[config.mk]
export PLATFORM = sky130hd
export DESIGN_NAME = ep2_alu_pipe
export DESIGN_NICKNAME = d
export VERILOG_FILES = /design/src/rtl/ep2_alu_pipe.sv
export SDC_FILE = /design/constraint.sdc
export NUM_CORES = 1
export LEC_CHECK = 0
export ABC_AREA = 1
export BUFFER_PORTS_ARGS = -buffer_cell sky130_fd_sc_hd__buf_2
export CAP_MARGIN = 20
export CORE_MARGIN = 2
export CORE_UTILIZATION = 30
export DETAILED_ROUTE_END_ITERATION = 16
export GPL_TIMING_DRIVEN = 0
export SETUP_SLACK_MARGIN = 0.1
export SKIP_CTS_REPAIR_TIMING = 1
export SYNTH_ARGS = -nofsm -noshare
export SYNTH_HDL_FRONTEND = slang
export SYNTH_SLANG_ARGS = --single-unit
[constraint.sdc]
create_clock -name clk -period 2.7 [get_ports clk]
set_input_delay 0 -clock clk [delete_from_list [all_inputs] [get_ports clk]]
set_output_delay 0 -clock clk [all_outputs]
set_load 0.02 [all_outputs]
[src/rtl/ep2_alu_pipe.sv]
// ep2_alu_pipe: joins the lval/rval operand streams, computes one ALU result per pair and
// delivers it through a PIPE_STAGES-deep elastic pipeline with a delivered-result counter.
module ep2_alu_pipe #(
  parameter int LVAL_SIZE   = 16,
  parameter int RVAL_SIZE   = 16,
  parameter int RESULT_SIZE = 32,
  parameter int OPID        = 0,
  parameter int DYNAMIC_OP  = 0,
  parameter int SIGNED      = 0,
  parameter int PIPE_STAGES = 2
) (
  input  logic                   clk,
  input  logic                   rst,
  input  logic [LVAL_SIZE-1:0]   s_lval_axis_tdata,
  input  logic [3:0]             s_lval_axis_tuser,
  input  logic                   s_lval_axis_tvalid,
  output logic                   s_lval_axis_tready,
  input  logic [RVAL_SIZE-1:0]   s_rval_axis_tdata,
  input  logic                   s_rval_axis_tvalid,
  output logic                   s_rval_axis_tready,
  output logic [RESULT_SIZE-1:0] m_val_axis_tdata,
  output logic [1:0]             m_val_axis_tuser,
  output logic                   m_val_axis_tvalid,
  input  logic                   m_val_axis_tready,
  output logic [31:0]            stat_count
);

  localparam int MAX_LR = (LVAL_SIZE > RVAL_SIZE) ? LVAL_SIZE : RVAL_SIZE;
  localparam int W      = ((MAX_LR > RESULT_SIZE) ? MAX_LR : RESULT_SIZE) + 1;

  typedef enum logic [3:0] {
    OP_SUB  = 4'd0,  OP_ADD = 4'd1,  OP_LAND = 4'd2,  OP_LT  = 4'd3,
    OP_GT   = 4'd4,  OP_EQ  = 4'd5,  OP_LE   = 4'd6,  OP_GE  = 4'd7,
    OP_OR   = 4'd8,  OP_XOR = 4'd9,  OP_BAND = 4'd10, OP_SHL = 4'd11,
    OP_SHR  = 4'd12
  } op_e;

  op_e                   op;
  logic [W-1:0]          opa, opb, sum, diff, shl_v, shr_v, res_w;
  logic [63:0]           shamt;
  logic                  sh_big, lt, gt, eq, add_flag, sub_flag;
  logic [1:0]            res_user;
  logic                  join_ready, fire, chain;

  logic [PIPE_STAGES-1:0] stg_valid, stg_ready, in_valid;
  logic [RESULT_SIZE-1:0] stg_data [PIPE_STAGES];
  logic [RESULT_SIZE-1:0] in_data  [PIPE_STAGES];
  logic [1:0]             stg_user [PIPE_STAGES];
  logic [1:0]             in_user  [PIPE_STAGES];

  assign op = op_e'((DYNAMIC_OP != 0) ? s_lval_axis_tuser : 4'(OPID));

  always_comb begin
    if (SIGNED != 0) begin
      opa = {{(W-LVAL_SIZE){s_lval_axis_tdata[LVAL_SIZE-1]}}, s_lval_axis_tdata};
      opb = {{(W-RVAL_SIZE){s_rval_axis_tdata[RVAL_SIZE-1]}}, s_rval_axis_tdata};
      lt  = $signed(opa) < $signed(opb);
      gt  = $signed(opa) > $signed(opb);
    end else begin
      opa = {{(W-LVAL_SIZE){1'b0}}, s_lval_axis_tdata};
      opb = {{(W-RVAL_SIZE){1'b0}}, s_rval_axis_tdata};
      lt  = opa < opb;
      gt  = opa > opb;
    end
  end

  assign eq    = (opa == opb);
  assign sum   = opa + opb;
  assign diff  = opa - opb;
  // Shift amount is rval taken as unsigned; anything >= RESULT_SIZE saturates.
  assign shamt  = 64'(s_rval_axis_tdata);
  assign sh_big = (shamt >= 64'(RESULT_SIZE));
  assign shl_v  = opa << shamt[6:0];

  always_comb begin
    if (SIGNED != 0) begin
      shr_v    = $signed(opa) >>> shamt[6:0];
      add_flag = (sum[W-1:RESULT_SIZE-1] != '0) && (sum[W-1:RESULT_SIZE-1] != '1);
      sub_flag = (diff[W-1:RESULT_SIZE-1] != '0) && (diff[W-1:RESULT_SIZE-1] != '1);
    end else begin
      shr_v    = opa >> shamt[6:0];
      add_flag = |sum[W-1:RESULT_SIZE];
      sub_flag = |diff[W-1:RESULT_SIZE];
    end
  end

  always_comb begin
    res_w    = '0;
    res_user = 2'b00;
    case (op)
      OP_SUB:  begin res_w = diff; res_user[0] = sub_flag; end
      OP_ADD:  begin res_w = sum;  res_user[0] = add_flag; end
      OP_LAND: res_w = W'((|s_lval_axis_tdata) && (|s_rval_axis_tdata));
      OP_LT:   res_w = W'(lt);
      OP_GT:   res_w = W'(gt);
      OP_EQ:   res_w = W'(eq);
      OP_LE:   res_w = W'(!gt);
      OP_GE:   res_w = W'(!lt);
      OP_OR:   res_w = opa | opb;
      OP_XOR:  res_w = opa ^ opb;
      OP_BAND: res_w = opa & opb;
      OP_SHL:  res_w = sh_big ? '0 : shl_v;
      OP_SHR: begin
        if (!sh_big)                     res_w = shr_v;
        else if (SIGNED != 0 && opa[W-1]) res_w = '1;
        else                             res_w = '0;
      end
      default: res_user[1] = 1'b1;
    endcase
  end

  // Ready ripples back from the output: a stage accepts when empty or when its successor does.
  always_comb begin
    stg_ready = '0;
    chain     = m_val_axis_tready;
    for (int i = PIPE_STAGES - 1; i >= 0; i--) begin
      chain        = chain | ~stg_valid[i];
      stg_ready[i] = chain;
    end
  end

  assign join_ready         = stg_ready[0] & rst;
  assign s_lval_axis_tready = s_rval_axis_tvalid & join_ready;
  assign s_rval_axis_tready = s_lval_axis_tvalid & join_ready;
  assign fire               = s_lval_axis_tvalid & s_rval_axis_tvalid & join_ready;

  always_comb begin
    in_valid    = '0;
    in_valid[0] = fire;
    in_data[0]  = res_w[RESULT_SIZE-1:0];
    in_user[0]  = res_user;
    for (int i = 1; i < PIPE_STAGES; i++) begin
      in_valid[i] = stg_valid[i-1];
      in_data[i]  = stg_data[i-1];
      in_user[i]  = stg_user[i-1];
    end
  end

  always_ff @(posedge clk or negedge rst) begin
    if (!rst) begin
      stg_valid <= '0;
      for (int i = 0; i < PIPE_STAGES; i++) begin
        stg_data[i] <= '0;
        stg_user[i] <= '0;
      end
    end else begin
      for (int i = 0; i < PIPE_STAGES; i++) begin
        if (stg_ready[i]) begin
          stg_valid[i] <= in_valid[i];
          if (in_valid[i]) begin
            stg_data[i] <= in_data[i];
            stg_user[i] <= in_user[i];
          end
        end
      end
    end
  end

  assign m_val_axis_tvalid = stg_valid[PIPE_STAGES-1];
  assign m_val_axis_tdata  = stg_data[PIPE_STAGES-1];
  assign m_val_axis_tuser  = stg_user[PIPE_STAGES-1];

  always_ff @(posedge clk or negedge rst) begin
    if (!rst)
      stat_count <= '0;
    else if (m_val_axis_tvalid && m_val_axis_tready)
      stat_count <= stat_count + 32'd1;
  end

endmodule

==> run metrics <==
Residual DRC 0; Synth Area in Simple Gates 32.1%; predominant post-synthesis flop cell dfrtp_1; first-pass GRT wire length 16,900 um; Area Growth Syn to Fin 24.6%; CTS sink cnt 68; Ports 110; CP dominant cell by count nand2_1; Via density 4.26; share of cells above drive strength 1 approximately 26%; maximum vdd ir drop 350 uV; top cells by area, synth dfrtp_1 39%, nand2_1 16%, inv_1 8.1%; CP Launch Type primary input; failing checks hold timing; synthesized flop and latch total 68; largest net degree at the start of global routing 70; area of the multi-input gates 0.00211 sq mm; RSZ-0062 raised after global routing false; gr usage total approximately 14%; clock tree buffer depth 2; Mean Syn Cell Area 7.58 sq um; Synth Net Count 630; Port Buffers 104; setup TNS 0 ns; slowest stage cell on the critical path buf_4; relative slew slack slightly above 40%; Seq. cell area 0.00170 sq mm; adder-cell area share of the yosys netlist 5.38%; PwrDens 687 mW/mm^2; Tmin final 2.12 ns; GP Congestion 0.851; clock-pin slew on the worst setup and hold paths 0.05 ns; Clock Skew roughly 0.0038 ns; area leader, netlist dfrtp_1; CTS Buf Count 9; antenna viol nets, final 0; final cell count without fillers 870; via count ~3,700; Vert. Die Dim 124 um; vias in the first global route 3,501; dpl hpwl 8030 um; initial antenna violation count 0; Crit Path Class in -> reg; largest family of logic cells by synthesized area simple AND/OR/NAND/NOR gates; required time worst endpoint 2.92 ns; Worst Hold End in_data[0]$_DFFE_PN0P_; worst hold margin -0.0117 ns; CTS H-Tree Depth 3; sequential area share after synthesis 39.3%; post-layout util 38.5%; library cells used by synthesis 33; Hold Crit Depth 3; worst hold path type in -> reg; critical path arrival between 2 and 2.5 ns; CTS tree yes; R2R Setup Slk 1.02 ns; total of max-cap violations 0; Final Cycle Share around 79%; crit-path max FO 69; CP Cell Sequence dlygate4sd3_1 -> buf_4 -> nand2_2 -> nor3_4 -> inv_2 -> buf_2 -> nand2_1 -> nand2_1; reg2reg end stat_count[24]$_DFFE_PN0P_; Reg2Reg Launch Point stat_count[1]$_DFFE_PN0P_; hold_sp s_rval_axis_tdata[0]; Fin. Hold Viols 2; Pins Over Slew Limit 0; XOR/XNOR Fraction of Synth Area 5.67%; Yosys Warn Count 0; Antenna diodes 0; GRT overflow 0; DIE AREA 0.0154 sq mm; Cells after Synth 571; Fillers approximately 1,500; final net count 746; DIE WIDTH around 120 um; top cell type's share of synthesized area 39.3%; final wirelength 10,200 um; slowest stage delay, CP 0.68 ns; CP Capture Type register; mux share of post-synthesis cell area 3.12%; Async S/R FF share, synth 100%; final instance area ~0.0054 sq mm; Rows 43; post-synthesis cell area roughly 0.0043 sq mm; Clock Latency Late Sink 0.33 ns; DR iter-0 viols 223; endpoints failing setup 0; Synth top cells by count 184 x nand2_1, 93 x inv_1, 68 x dfrtp_1; initial core utilization 30.9%; Placed Area just over 0.005 sq mm; placed cell count 855; Fmax 471 MHz; Worst R2R Path Depth 10; DRT Pass-1 Iters 4; CORE AREA approximately 0.014 sq mm; Synth Area in Compound Gates under 10%; clk root buf clkbuf_16; Routed WL per cell 11.7 um; Post-synth EDFFs 0; most frequent cell after synthesis nand2_1; leakage power 0.00306 uW; status finished with violations; Slew @ Worst Pin 0.885 ns
==> report_power, final <==
| group | switching, uW | total (uW) | internal [uW] |
|---|---|---|---|
| combinational | 663 | 1130 | 462 |
| clock | 417 | 1240 | 824 |
| sequential | 138 | 1340 | 1200 |
==> flip-flops by register name (all words and copies together) (netlist names) <==
register	count
stg_valid	2
stat_count	32
m_val_axis_tdata	17
in_data	17
==> area by class of cell <==
class                           instances  share of cell area, %
Multi-Input combinational cell        387                   39.2
Clock inverter                          2                   1.11
Tap cell                              180                   4.18
Inverter                               94                   6.54
Timing Repair Buffer                  105                   9.89
Buffer                                 22                   2.92
Clock buffer                           12                   4.57
Sequential cell                        68                   31.6
==> worst max path at each step <==
| stage | startpoint | to | slack (ns) | cells past startpoint |
|---|---|---|---|---|
| 6_report | rst | in_data[11]$_DFFE_PN0P_ | 0.58 | 8 |
| 5_1_grt | rst | in_data[14]$_DFFE_PN0P_ | 0.25 | 8 |
| 3_3_place_gp | rst | in_data[11]$_DFFE_PN0P_ | 0.15 | 7 |
| 4_1_cts | stat_count[1]$_DFFE_PN0P_ | stat_count[24]$_DFFE_PN0P_ | 1.01 | 10 |
| 2_1_floorplan | stat_count[1]$_DFFE_PN0P_ | stat_count[24]$_DFFE_PN0P_ | 1.10 | 10 |
| 3_5_place_dp | rst | in_data[11]$_DFFE_PN0P_ | 0.70 | 7 |
==> worst max-delay path: cells and delay by family <==
| family | cells | cell delay, ns |
|---|---|---|
| buffers and inverters | 4 | 1.59 |
| and+or+nand+nor | 4 | 0.70 |
==> per-layer routing <==
layer / global-route usage, % / share of wire, % / vias up
met5: 0 / 0 / -
met3: 2.38 / 4.1 / 16
met2: 24.7 / 48 / 77
met1: 17.4 / 46 / 1643
li1: - / - / 1970
met4: 5.83 / 2.1 / 0
==> metrics by stage <==
| stage | setup WS, ns | total power (uW) |
|---|---|---|
| finish | 0.578 | 3700 |
| global route | 0.252 | 3920 |
| CTS | 1.01 | 3760 |
| detailed placement | 0.695 | 2500 |
| global placement | 0.152 | 2490 |
| floorplan | 1.10 | 2110 |
==> cell families (layout without fill, tap and decap cells) <==
logic type	after synthesis	in the layout
buffers and inverters	116	235
AND/OR/NAND/NOR	307	307
other	1	1
AO/OA/AOI/OAI	21	21
adder cells (fa/ha/maj)	18	18
multiplexers	12	12
flip-flops	68	68
XOR/XNOR	28	28
==> placed cells by master (no fill, tap or decap), drive strengths merged <==
master         n
nor4           1
or2            3
mux2          12
o22ai          1
bufinv         2
dlygate4sd3    1
ha            17
a21oi          7
nor2          47
nand2        190
xnor2         12
clkbuf        13
conb           1
nand3         42
inv           94
xor2          16
nand3b         4
nand4          8
nor3b          1
fa             1
nor3          11
buf          125
o21ai         13
dfrtp         68
No activity file was read; power rests on OpenSTA's default activity.
